File: config.mk
export PLATFORM = sky130hd
export DESIGN_NAME = vid_line_writer
export DESIGN_NICKNAME = d
export VERILOG_FILES = /design/src/rtl/vid_pkg.sv /design/src/rtl/vidlw_fsm.sv /design/src/rtl/vid_line_writer.sv
export SDC_FILE = /design/constraint.sdc
export NUM_CORES = 1
export LEC_CHECK = 0
export BUFFER_PORTS_ARGS = -buffer_cell sky130_fd_sc_hd__buf_4
export CAP_MARGIN = 20
export CORE_ASPECT_RATIO = 1.1
export CORE_MARGIN = 8
export CORE_UTILIZATION = 40
export DETAILED_ROUTE_END_ITERATION = 10
export GPL_ROUTABILITY_DRIVEN = 1
export SLEW_MARGIN = 40
export SYNTH_ARGS = -nofsm -noshare
export SYNTH_HDL_FRONTEND = slang
export SYNTH_SLANG_ARGS = --single-unit
export TNS_END_PERCENT = 1
File: constraint.sdc
create_clock -name CLK_1H -period 1.9 [get_ports CLK_1H]
set_input_delay 0 -clock CLK_1H [delete_from_list [all_inputs] [get_ports CLK_1H]]
set_output_delay 0 -clock CLK_1H [all_outputs]
set_load 0.05 [all_outputs]
File: src/rtl/vid_pkg.sv
// rtl/vid_pkg.sv - shared state encoding, defaults and widths for the video line writer
package vid_pkg;

    localparam int LINE_W_DEF = 336;
    localparam int LINES_DEF  = 240;
    localparam int BUF_AW     = 10;
    localparam int X_W        = BUF_AW - 1;

    typedef logic [15:0] pixel_t;

    typedef enum logic [1:0] {
        IDLE,
        WAIT_LINE,
        ACTIVE,
        LINE_DONE
    } vidlw_state_t;

endpackage

File: src/rtl/vidlw_fsm.sv
// rtl/vidlw_fsm.sv - frame/line sequencing FSM with pixel x, line counter and write bank
module vidlw_fsm
    import vid_pkg::*;
#(
    parameter int LINE_W = LINE_W_DEF,
    parameter int LINES  = LINES_DEF
) (
    input  logic           CLK_1H,
    input  logic           reset,
    input  logic           HBLANK_b,
    input  logic           VBLANK_b,
    output logic           pix_we,
    output logic [X_W-1:0] pix_x,
    output logic           write_bank,
    output logic [X_W-1:0] x,
    output logic [7:0]     line_cnt,
    output logic           line_done,
    output logic           frame_go
);

    localparam logic [X_W-1:0] LINE_W_X = X_W'(LINE_W);
    localparam logic [7:0]     LINES_L  = 8'(LINES);

    vidlw_state_t state, state_nx;
    logic         vblank_q;

    always_comb begin
        state_nx  = state;
        pix_we    = 1'b0;
        pix_x     = x;
        frame_go  = 1'b0;
        line_done = 1'b0;
        case (state)
            IDLE: begin
                if (VBLANK_b && !vblank_q) begin
                    state_nx = WAIT_LINE;
                    frame_go = 1'b1;
                end
            end
            WAIT_LINE: begin
                if (!VBLANK_b) begin
                    state_nx = IDLE;
                end else if (HBLANK_b && (line_cnt < LINES_L)) begin
                    // the first active pixel of the line is captured on entry
                    state_nx = ACTIVE;
                    pix_x    = '0;
                    pix_we   = 1'b1;
                end
            end
            ACTIVE: begin
                if (!VBLANK_b) begin
                    state_nx = IDLE;
                end else if (!HBLANK_b) begin
                    state_nx = LINE_DONE;
                end else if (x < LINE_W_X) begin
                    pix_we = 1'b1;
                end
            end
            LINE_DONE: begin
                state_nx  = WAIT_LINE;
                line_done = 1'b1;
            end
            default: state_nx = IDLE;
        endcase
    end

    // vblank_q resets high so a VBLANK_b already high at release is not taken as a rising edge
    always_ff @(posedge CLK_1H or posedge reset) begin
        if (reset) begin
            state      <= IDLE;
            vblank_q   <= 1'b1;
            x          <= '0;
            line_cnt   <= '0;
            write_bank <= 1'b0;
        end else begin
            state    <= state_nx;
            vblank_q <= VBLANK_b;
            if (pix_we) begin
                x <= pix_x + 1'b1;
            end
            if (frame_go) begin
                line_cnt <= '0;
            end else if (line_done) begin
                write_bank <= ~write_bank;
                if (line_cnt != 8'hFF) begin
                    line_cnt <= line_cnt + 1'b1;
                end
            end
        end
    end

endmodule

File: src/rtl/vid_line_writer.sv
// rtl/vid_line_writer.sv - captures active video lines into a two-bank line buffer with reader handshake
// Defining VIDLW_STATS_EN adds the frame_cnt and ovr_cnt statistics outputs.
module vid_line_writer
    import vid_pkg::*;
#(
    parameter int LINE_W = LINE_W_DEF,
    parameter int LINES  = LINES_DEF
) (
    input  logic              CLK_1H,
    input  logic              reset,
    input  logic [15:0]       VIDOUT,
    input  logic              HBLANK_b,
    input  logic              VBLANK_b,
    output logic              wr_en,
    output logic [BUF_AW-1:0] wr_addr,
    output logic [15:0]       wr_data,
    output logic              line_ready,
    output logic              line_bank,
    output logic [7:0]        line_num,
    output logic [8:0]        line_len,
    input  logic              line_ack,
    output logic              frame_start,
`ifdef VIDLW_STATS_EN
    output logic [15:0]       frame_cnt,
    output logic [7:0]        ovr_cnt,
`endif
    output logic              overrun
);

    logic           pix_we;
    logic [X_W-1:0] pix_x;
    logic           write_bank;
    logic [X_W-1:0] x;
    logic [7:0]     line_cnt;
    logic           line_done;
    logic           frame_go;
    logic           ovr_event;

    vidlw_fsm #(
        .LINE_W (LINE_W),
        .LINES  (LINES)
    ) u_fsm (
        .CLK_1H     (CLK_1H),
        .reset      (reset),
        .HBLANK_b   (HBLANK_b),
        .VBLANK_b   (VBLANK_b),
        .pix_we     (pix_we),
        .pix_x      (pix_x),
        .write_bank (write_bank),
        .x          (x),
        .line_cnt   (line_cnt),
        .line_done  (line_done),
        .frame_go   (frame_go)
    );

    // an ack arriving with the new line retires the old one, so only an unacked line is lost
    assign ovr_event = line_done && line_ready && !line_ack;

    always_ff @(posedge CLK_1H or posedge reset) begin
        if (reset) begin
            wr_en       <= 1'b0;
            wr_addr     <= '0;
            wr_data     <= '0;
            frame_start <= 1'b0;
        end else begin
            wr_en       <= pix_we;
            frame_start <= frame_go;
            if (pix_we) begin
                wr_addr <= {write_bank, pix_x};
                wr_data <= VIDOUT;
            end
        end
    end

    always_ff @(posedge CLK_1H or posedge reset) begin
        if (reset) begin
            line_ready <= 1'b0;
            line_bank  <= 1'b0;
            line_num   <= '0;
            line_len   <= '0;
            overrun    <= 1'b0;
        end else if (line_done) begin
            line_ready <= 1'b1;
            line_bank  <= write_bank;
            line_num   <= line_cnt;
            line_len   <= x;
            if (ovr_event) begin
                overrun <= 1'b1;
            end
        end else if (line_ready && line_ack) begin
            line_ready <= 1'b0;
        end
    end

`ifdef VIDLW_STATS_EN
    always_ff @(posedge CLK_1H or posedge reset) begin
        if (reset) begin
            frame_cnt <= '0;
            ovr_cnt   <= '0;
        end else begin
            if (frame_go) begin
                frame_cnt <= frame_cnt + 1'b1;
            end
            if (ovr_event && (ovr_cnt != 8'hFF)) begin
                ovr_cnt <= ovr_cnt + 1'b1;
            end
        end
    end
`endif

endmodule

; ---- Yosys cells after proc, flatten, opt, wreduce, memory -nomap -nowiden
; Index checks and enable logic that the tools add are counted.
[word_totals]
register_bits = 69
output_inout_bits = 48
[classes]
n_eq_ne = 7
n_addsub = 2
mux = 23
n_reduce_logical = 15
bitwise_logic = 2
order_cmp = 2
[op_table]
columns = cell, count
row1 = 9-bit 2-to-1 mux, 3
row2 = 8-bit 2-to-1 mux, 3
row3 = 1-bit 2-to-1 mux, 10
row4 = 2-bit 2-to-1 mux, 5
row5 = 9-bit by 1-bit adder with 9-bit output (second input constant), 1
row6 = 9-bit < comparator (second input constant), 1
row7 = 8-bit by 1-bit adder with 8-bit output (second input constant), 1
row8 = 8-bit < comparator (second input constant), 1
row9 = 8-bit inequality test (second input constant), 1
row10 = 2-bit case mux with 4 select lines, 1
row11 = 2-bit AND reduction, 3
row12 = 2-bit nonzero test, 3
row13 = 1-bit logical AND, 5
row14 = 2-bit == test (second input constant), 2
row15 = 3-bit by 2-bit inequality test with 1-bit output (second input constant), 1
row16 = 3-bit inequality test (second input constant), 1
row17 = 3-bit AND reduction, 1
row18 = 2-bit by 1-bit == test with 1-bit output (second input constant), 1
row19 = 1-bit logical NOT, 2
row20 = 2-bit logical NOT, 1
row21 = 2-bit by 1-bit inequality test with 1-bit output (second input constant), 1
row22 = 1-bit inverter, 2
row23 = 1-bit case mux with 2 select lines, 1

; ---- Logic depth before layout (Yosys ltp)
; Gate-level depths: netlist of the first run.
[logic_depth]
word_depth = 6
depth_mapped = 9
ltp_nobuf = 8

; ---- Cells and area by module
; From an unflattened synthesis of the first run, not the netlist that was laid out.
[unflattened]
hier_cells = 230
hier_area_um2 = 3160.5
[modules_own_cells]
columns = module, area_each_um2, cells_each, n_inst
row1 = vid_line_writer, 1856.8, 101, 1
row2 = vidlw_fsm, 1303.8, 129, 1

; ---- Worst setup path before layout of the first run
; OpenSTA, ideal clock, no wires.
[synth_timing]
path_type = reg2reg
startpoint = register u_fsm.state[1]
endpoint = register u_fsm.x[8]
path_slack_ns = -0.116
path_stages_with_launch = 10
synth_period_minus_slack_ns = 2.016
path_buffers = 1
t_arrival_ns = 1.936
cell_sequence = dfrtp_1 -> inv_1 -> ha_1 -> nand4_1 -> clkbuf_1 -> and2_1 -> ha_1 -> nand4_1 -> nor4_1 -> xnor2_1
[synth_via]
elab_chain_cells = 3
elab_cells_between_ends = 5
cone_classes = 1 x add/sub / 2 x eq/ne / 2 x mux
[synth_lines]
columns = item, line_no
row1 = start: declaration, vidlw_fsm.sv:24  ; vidlw_state_t state, state_nx;
row2 = start signal: assignment, vidlw_fsm.sv:76  ; state <= state_nx;
row3 = 2-bit by 1-bit == test with 1-bit output, vidlw_fsm.sv:33  ; case (state)
row4 = 9-bit 2-to-1 mux, vidlw_fsm.sv:33
row5 = net pix_x[1], vid_line_writer.sv:31  ; logic [X_W-1:0] pix_x;
row6 = 9-bit by 1-bit adder with 9-bit output, vidlw_fsm.sv:79  ; x <= pix_x + 1'b1;
row7 = end signal: assignment, vidlw_fsm.sv:79
row8 = end: declaration, vidlw_fsm.sv:15  ; output logic [X_W-1:0] x,
; The timed path passes the listed nets, and every way through them passes these cells.
; A chain may end at the register's enable or synchronous reset.

; ---- Worst setup path in the final report of the first run
[layout_timing]
startpoint = register u_fsm.state[0]
endpoint = register u_fsm.x[3]
[layout_via]
elab_chain_cells = 3
elab_cells_between_ends = 5
cone_classes = 1 x add/sub / 2 x eq/ne / 2 x mux
[layout_lines]
columns = item, line_no
row1 = 2-bit by 1-bit == test with 1-bit output, vidlw_fsm.sv:33
row2 = 9-bit 2-to-1 mux, vidlw_fsm.sv:33
row3 = 9-bit by 1-bit adder with 9-bit output, vidlw_fsm.sv:79
; Parallel ways exist; a longest one is shown, timed or not.

==> summary.md, run 1 <==
Power and ir drop
• **static leakage** 2.02 nW
• **switching power** 3.07 mW
• **clock network fraction of total power** 19.0%
• **proportion of power drawn by flip-flops and latches** 32.8%
• **total power density per cell area** 1660 nW/um^2
• **maximum resistive drop on vdd** 0.000818 V
• **share of total power in combinational logic** 48.2%
• **fraction of power spent switching nets** 43.7%
• **cell-internal power** 3.95 mW

Logic synthesis
• **syn_nets** 264
• **cell type with the largest total area after synthesis** dfrtp_1
• **number of distinct library cells after synthesis** 48
• **number of register bits inferred by synthesis** 69
• **Yosys top cell area share** 56.1%
• **number of cells produced by synthesis** 237
• **top cells by area, synth** dfrtp_1 (56%), mux2_2 (8.2%), mux2_4 (4.5%), o21ai_0 (3.5%), ha_1 (2.5%)
• **cell with the most instances after synthesis** dfrtp_1
• **number of warnings issued by yosys** 0
• **sequential fraction of the synthesis area** 57.0%
• **Syn Area/Cell** 12.8 um^2
• **number of flops mapped to enable cells by yosys** 0
• **Async S/R FF share, synth** 100%
• **most frequently used flop master after synthesis** dfrtp_1
• **area of the mapped netlist** 3030 um^2
• **top cells by count, synth** dfrtp_1 (68), mux2_2 (22), o21ai_0 (21), nor2_1 (10), mux2_4 (9)

Worst hold path
• **number of instances on the worst hold path** 4
• **worst hold path class** input port to flip-flop

STA
• **unrepaired setup endpoints after global routing** yes
• **final critical path time including I/O delays and setup** 1840 ps
• **worst slew margin relative to its limit** 74.4%
• **largest clock skew in the final design** 9.69 ps
• **Final Hold Fails** 0
• **f_max** 544 MHz
• **total of endpoints with negative setup slack in the final report** 0
• **transition at the pin with the smallest max-transition slack** 385 ps
• **post-route worst hold slack** 237 ps
• **post-route fraction of the period consumed by the critical path** 96.8%
• **number of max-slew violations in the final report** 0

Routing
• **DRT antenna net count** 0
• **met3 WL** 263 um
• **top layer used by detailed routing** met4
• **DRC violation total after the first TritonRoute iteration** 78
• **drt first pass iters** 4
• **DRT Wirelength** 7.32 mm
• **via count** 2285
• **per-cell routed wire length** 16.6 um
• **post-route met1 wirelength** 3.07 mm
• **remaining routing DRC violations** 0
• **ratio of routed vias to standard cells** 5.18
• **met2 WL** 3.83 mm

GRT
• **overflow left after global routing** 0
• **largest net degree at the start of global routing** 70
• **first-pass GRT wire length** 12.3 mm
• **number of antenna violations at the first check in global routing** 0
• **vias in the first global route** 2452
• **global routing usage summed across all routing layers** 14.5%

CTS
• **clock tree from TritonCTS** yes
• **deepest level of the CTS H-tree** 3
• **number of sinks on the clock net** 69
• **register clock-pin slew on the reported worst setup and hold paths** 70 ps
• **postcts setup bufs** 0
• **CTS root buffer** clkbuf_8
• **buffer depth of the longest clock path** 2
• **source-to-sink clock delay at the later pin of the worst-skew pair** 340 ps
• **number of CTS-inserted buffers** 9

Floorplan
• **row cnt** 33
• **width of the die** 99.0 um
• **starting density of the core** 41.0%
• **y dimension of the die** 107 um
• **Die Outline Area** 10600 um^2
• **Core Footprint** 7390 um^2
• **I/O pin cnt** 69

Place
• **I/O Buffers** 68
• **placer congestion estimate** 0.809
• **placed cell areas** 3770 um^2
• **final HPWL from detailed placement** 4.98 mm

Finish
• **number of nets at the end of the flow** 376
• **fraction of final layout cells with drive strength greater than 1** 41.8%
• **final standard cell area without fillers** 4220 um^2
• **# diodes** 0
• **area added between synthesis and finish** 39.2%

Worst setup path
• **CP Data Arrival Time** 2070 ps
• **master of the slowest instance on the critical path** dfrtp_1
• **number of cells on the worst reg-to-reg path** 7
• **type of the worst setup path** flip-flop to flip-flop
• **biggest fanout along the worst timing path** 5
• **CP most frequent cell** and3_1
• **CP Cell Sequence** inv_1 -> ha_1 -> and3_1 -> o21a_2 -> buf_4 -> and3_1 -> a22o_1
• **worst path required time** 2130 ps
• **kind of start point of the critical path** flip-flop
• **peak per-stage delay on the critical path** 380 ps
• **Critical Path Sink Type** flip-flop

Job
• **Maximum Capacitance Violations** 0

Outcome
• **outcome** complete, no violations

## layout by cell type, fill, tap and decap left out, drive strengths merged, types with 4 or more instances in the layout
cell | netlist | final
o21ai | 23 | 23
a21oi | 8 | 8
nand3 | 8 | 8
nand4 | 5 | 5
mux2 | 37 | 37
buf | 6 | 89
dfrtp | 68 | 68
nand2 | 9 | 9
inv | 9 | 8
clkbuf | 1 | 10
nor2 | 10 | 10
clkinv | 0 | 4
ha | 6 | 6
dlygate4sd3 | 0 | 19
## critical path, delay by kind of cell (launching register included)
family	cells	cell delay, ps
buf+inv	2	260
flops	1	380
compound gates	2	360
fa+ha+maj	1	320
simple gates	2	420
## worst paths after layout
check,start,end,slack [ps]
setup / recovery,u_fsm.state[0],u_fsm.x[3],60
hold / removal,HBLANK_b,u_fsm.state[0],240
setup reg to reg,u_fsm.state[0],u_fsm.x[3],60
hold reg to reg,overrun,overrun,470
max in group asynchronous,reset,u_fsm.vblank_q,1280
min in group asynchronous,reset,wr_data[0],300
## power by group through the flow
stage / sequential (mW) / clock [mW] / combinational, mW
5_1_grt: 2.37 / 1.43 / 3.57
4_1_cts: 2.30 / 1.37 / 3.39
6_report: 2.30 / 1.33 / 3.38
3_5_place_dp: 2.32 / 0 / 3.36
2_1_floorplan: 3.64 / 0 / 0.955
3_3_place_gp: 2.31 / 0 / 3.32
## stage by stage
step	std cells	utilization, %	TNS (ps)	setup WS (ps)	power, mW
2_1_floorplan	237	-	-32.9	-19.8	4.59
3_3_place_gp	406	51.0	0	64.1	5.63
3_5_place_dp	406	51.0	0	17.5	5.67
4_1_cts	441	56.6	0	7.70	7.06
5_1_grt	441	57.1	-53.5	-15.2	7.37
6_report	441	57.1	0	60.6	7.01
## kinds of logic after synthesis
logic type | after synthesis | share of synthesized area [%]
simple gates | 50 | 9.65
compound gates | 50 | 10.3
xor+xnor | 6 | 1.73
mux | 40 | 15.8
fa+ha+maj | 6 | 2.48
buf+inv | 16 | 3.01
flops | 69 | 57.0
## metal layers
layer / global-route usage [%] / vias up
met4: 7.14 / 0
met2: 24.2 / 38
met5: 0 / -
met1: 17.0 / 1142
met3: 3.82 / 15
li1: - / 1090
## state kept, by name, summed over array words and instances, names as in the netlist
register and flops:
u_fsm.line_cnt 8, u_fsm.state 2, line_num 8, line_ready 1
u_fsm.vblank_q 1, wr_addr 10, wr_data 16, u_fsm.write_bank 1
line_len 9, overrun 1, u_fsm.x 9, frame_start 1
wr_en 1, line_bank 1
## layout make-up
type	count	area [um^2]
Tap cell	87	109
Sequential cell	69	1730
Clock buffer	10	138
Inverter	9	46.3
Clock inverter	6	86.3
Fill cell	640	3170
Multi-Input combinational cell	152	1240
Timing Repair Buffer	108	875
## repair_timing
item                                    CTS  global route
resized for setup                         0             7
hold endpoints to repair                 87             0
endpoints found under the setup margin    0            25
hold buffers                             19             0
Note: power is estimated with default switching activity, not from simulation.
==> run 2: changes to the inputs <==
CELL_PAD_IN_SITES_DETAIL_PLACEMENT = 1   (was unset)
CELL_PAD_IN_SITES_GLOBAL_PLACEMENT = 1   (was unset)
CORE_UTILIZATION = 38   (was 40)
GPL_TIMING_DRIVEN = 1   (was unset)
PLACE_DENSITY_LB_ADDON = 0.1   (was unset)
==> run 2 against run 1 <==
Effect of this change: maximum frequency barely moved; global-route usage up 0.56 points; worst hold slack worse by 21 ps; via count grew 0.66%; flip-flop and latch count unchanged; non-clock buffer count up 5; utilization is 1.4 points lower; clock power grew 19%; sequential share of layout area down 1.3 points; first-iteration DRC count rose by 2.6%; register-to-register slack barely moved; largest cell class unchanged; highest routed layer unchanged.
==> summary.md, run 2 (same netlist as run 1, synthesis figures left out) <==
Routing
• **via count** 2300
• **DRT Wirelength** 8.00 mm
• **drt first pass iters** 4
• **DRC violation total after the first TritonRoute iteration** 80
• **ratio of routed vias to standard cells** 4.93
• **DRT antenna net count** 0
• **remaining routing DRC violations** 0
• **per-cell routed wire length** 17.1 um

GRT
• **global routing usage summed across all routing layers** 15.1%
• **first-pass GRT wire length** 13.0 mm
• **number of antenna violations at the first check in global routing** 0
• **overflow left after global routing** 0
• **vias in the first global route** 2524
• **largest net degree at the start of global routing** 45

Finish
• **final standard cell area without fillers** 4360 um^2
• **number of filler cells placed in the layout** 866
• **# diodes** 0
• **fraction of final layout cells with drive strength greater than 1** 42.9%
• **area of combinational cells with multiple inputs** 1260 um^2
• **area added between synthesis and finish** 43.8%
• **number of flip-flops in the largest register** 16
• **commonest non-fill, non-tap cells in the layout** buf_4 (91), dfrtp_1 (68), mux2_2 (22)
• **largest reg by FF count** wr_data
• **most common cell after layout, fill and taps aside** buf_4
• **number of nets at the end of the flow** 381
• **Top Registers** wr_data x16, wr_addr x10
• **FF/Latch Area** 1730 um^2

STA
• **f_max** 544 MHz
• **smallest setup slack after layout** 60.6 ps
• **sum of negative setup slack** 0 ps
• **transition at the pin with the smallest max-transition slack** 577 ps
• **largest clock skew in the final design** 14.6 ps
• **number of max-slew violations in the final report** 0
• **unrepaired setup endpoints after global routing** yes
• **total of endpoints with negative setup slack in the final report** 0
• **post-route fraction of the period consumed by the critical path** 96.8%
• **final critical path time including I/O delays and setup** 1840 ps
• **Final Hold Fails** 0
• **worst slew margin relative to its limit** 61.5%

Place
• **pre-CTS setup slack** -31.4 ps
• **I/O Buffers** 68
• **placer congestion estimate** 0.769
• **placed cell areas** 3830 um^2
• **final HPWL from detailed placement** 5.43 mm

Floorplan
• **width of the die** 101 um
• **I/O pin cnt** 69
• **starting density of the core** 38.7%
• **row cnt** 34
• **y dimension of the die** 110 um
• **Die Outline Area** 11100 um^2
• **Core Footprint** 7830 um^2

Power and ir drop
• **cell-internal power** 4.22 mW
• **fraction of power spent switching nets** 42.5%
• **clock network fraction of total power** 21.5%
• **total power density per cell area** 1680 nW/um^2
• **share of total power in combinational logic** 47.0%
• **total power** 7.34 mW
• **switching power** 3.12 mW
• **proportion of power drawn by flip-flops and latches** 31.4%
• **static leakage** 2.08 nW
• **maximum resistive drop on vdd** 0.000963 V

CTS
• **buffer depth of the longest clock path** 2
• **CTS root buffer** clkbuf_8
• **clock tree from TritonCTS** yes
• **register clock-pin slew on the reported worst setup and hold paths** 70 ps
• **source-to-sink clock delay at the later pin of the worst-skew pair** 340 ps
• **number of CTS-inserted buffers** 9
• **number of sinks on the clock net** 69
• **postcts setup bufs** 0
• **deepest level of the CTS H-tree** 3

Worst setup path
• **kind of start point of the critical path** flip-flop
• **CP Data Arrival Time** 2060 ps
• **cell class contributing the biggest share of worst-path delay** flip-flops
• **peak per-stage delay on the critical path** 410 ps
• **CP Cell Sequence** inv_1 -> ha_2 -> o211ai_1 -> o21a_4 -> nand2_8 -> buf_6 -> mux2_2
• **master of the slowest instance on the critical path** dfrtp_1
• **biggest fanout along the worst timing path** 9
• **type of the worst setup path** flip-flop to flip-flop
• **total buffers and inverters traversed by the critical path** 2
• **worst path required time** 2120 ps
• **Critical Path Sink Type** flip-flop

Worst hold path
• **worst hold path class** input port to flip-flop

Job
• **Maximum Capacitance Violations** 0

Outcome
• **outcome** complete, no violations

==> run 2: cell count changes in the layout (fill, tap and decap cells not counted), sizes merged <==
cell,delta
inv,+1
clkinv,-2
buf,+5
clkinvlp,-1
bufinv,+2
==> run 2: through the flow <==
step	cells	utilization, %	hold WS [ps]
floorplan	237	-	4.48
global placement	432	49.0	105
detailed placement	432	49.0	105
CTS	467	54.9	196
global route	467	55.7	249
finish	467	55.7	216
==> run 2: worst register-to-register path, stage by stage, from the launching register on <==
cell      delay [ps]
dfrtp_1          410
inv_1            110
ha_2             220
o211ai_1         130
o21a_4           260
nand2_8          110
buf_6            150
mux2_2           330
==> run 2: power by group through the flow <==
stage	Sequential [mW]	Clock (mW)	Combinational [mW]
after floorplan	3.64	0	0.955
after global routing	2.38	1.68	3.67
after detailed placement	2.33	0	3.40
final	2.31	1.58	3.45
after CTS	2.31	1.62	3.45
after global placement	2.31	0	3.36
==> run 2: final timing paths <==
check / startpoint / end / slack (ps) / depth (start not counted)
min in group asynchronous: reset / wr_data[5] / 270 / 3
min: HBLANK_b / u_fsm.state[1] / 220 / 4
min reg2reg: overrun / overrun / 470 / 1
max in group asynchronous: reset / u_fsm.vblank_q / 920 / 4
max reg2reg: u_fsm.state[0] / wr_addr[9] / 60 / 7
max: u_fsm.state[0] / wr_addr[9] / 60 / 7
==> run 2: layer usage <==
| layer | global-route usage, % | part of all wire [%] | up-vias |
|---|---|---|---|
| met1 | 17.2 | 41 | 1164 |
| met4 | 5.01 | 1.2 | 0 |
| met5 | 0 | 0 | - |
| met2 | 26.2 | 54 | 35 |
| met3 | 4.56 | 4.1 | 11 |
| li1 | - | - | 1090 |
==> run 2: layout make-up <==
| type | instances | area share (%) |
|---|---|---|
| Inverter | 9 | 1.38 |
| Sequential cell | 69 | 39.6 |
| Clock buffer | 10 | 2.93 |
| Multi-Input combinational cell | 152 | 28.9 |
| Timing Repair Buffer | 113 | 21.0 |
| Tap cell | 108 | 3.10 |
| Clock inverter | 6 | 3.07 |
==> run 2: timing repair <==
action,CTS,global route
pin swaps,0,1
hold endpoints to repair,45,0
setup endpoints to repair,9,26
gates resized for setup,2,12
hold buffers,19,0
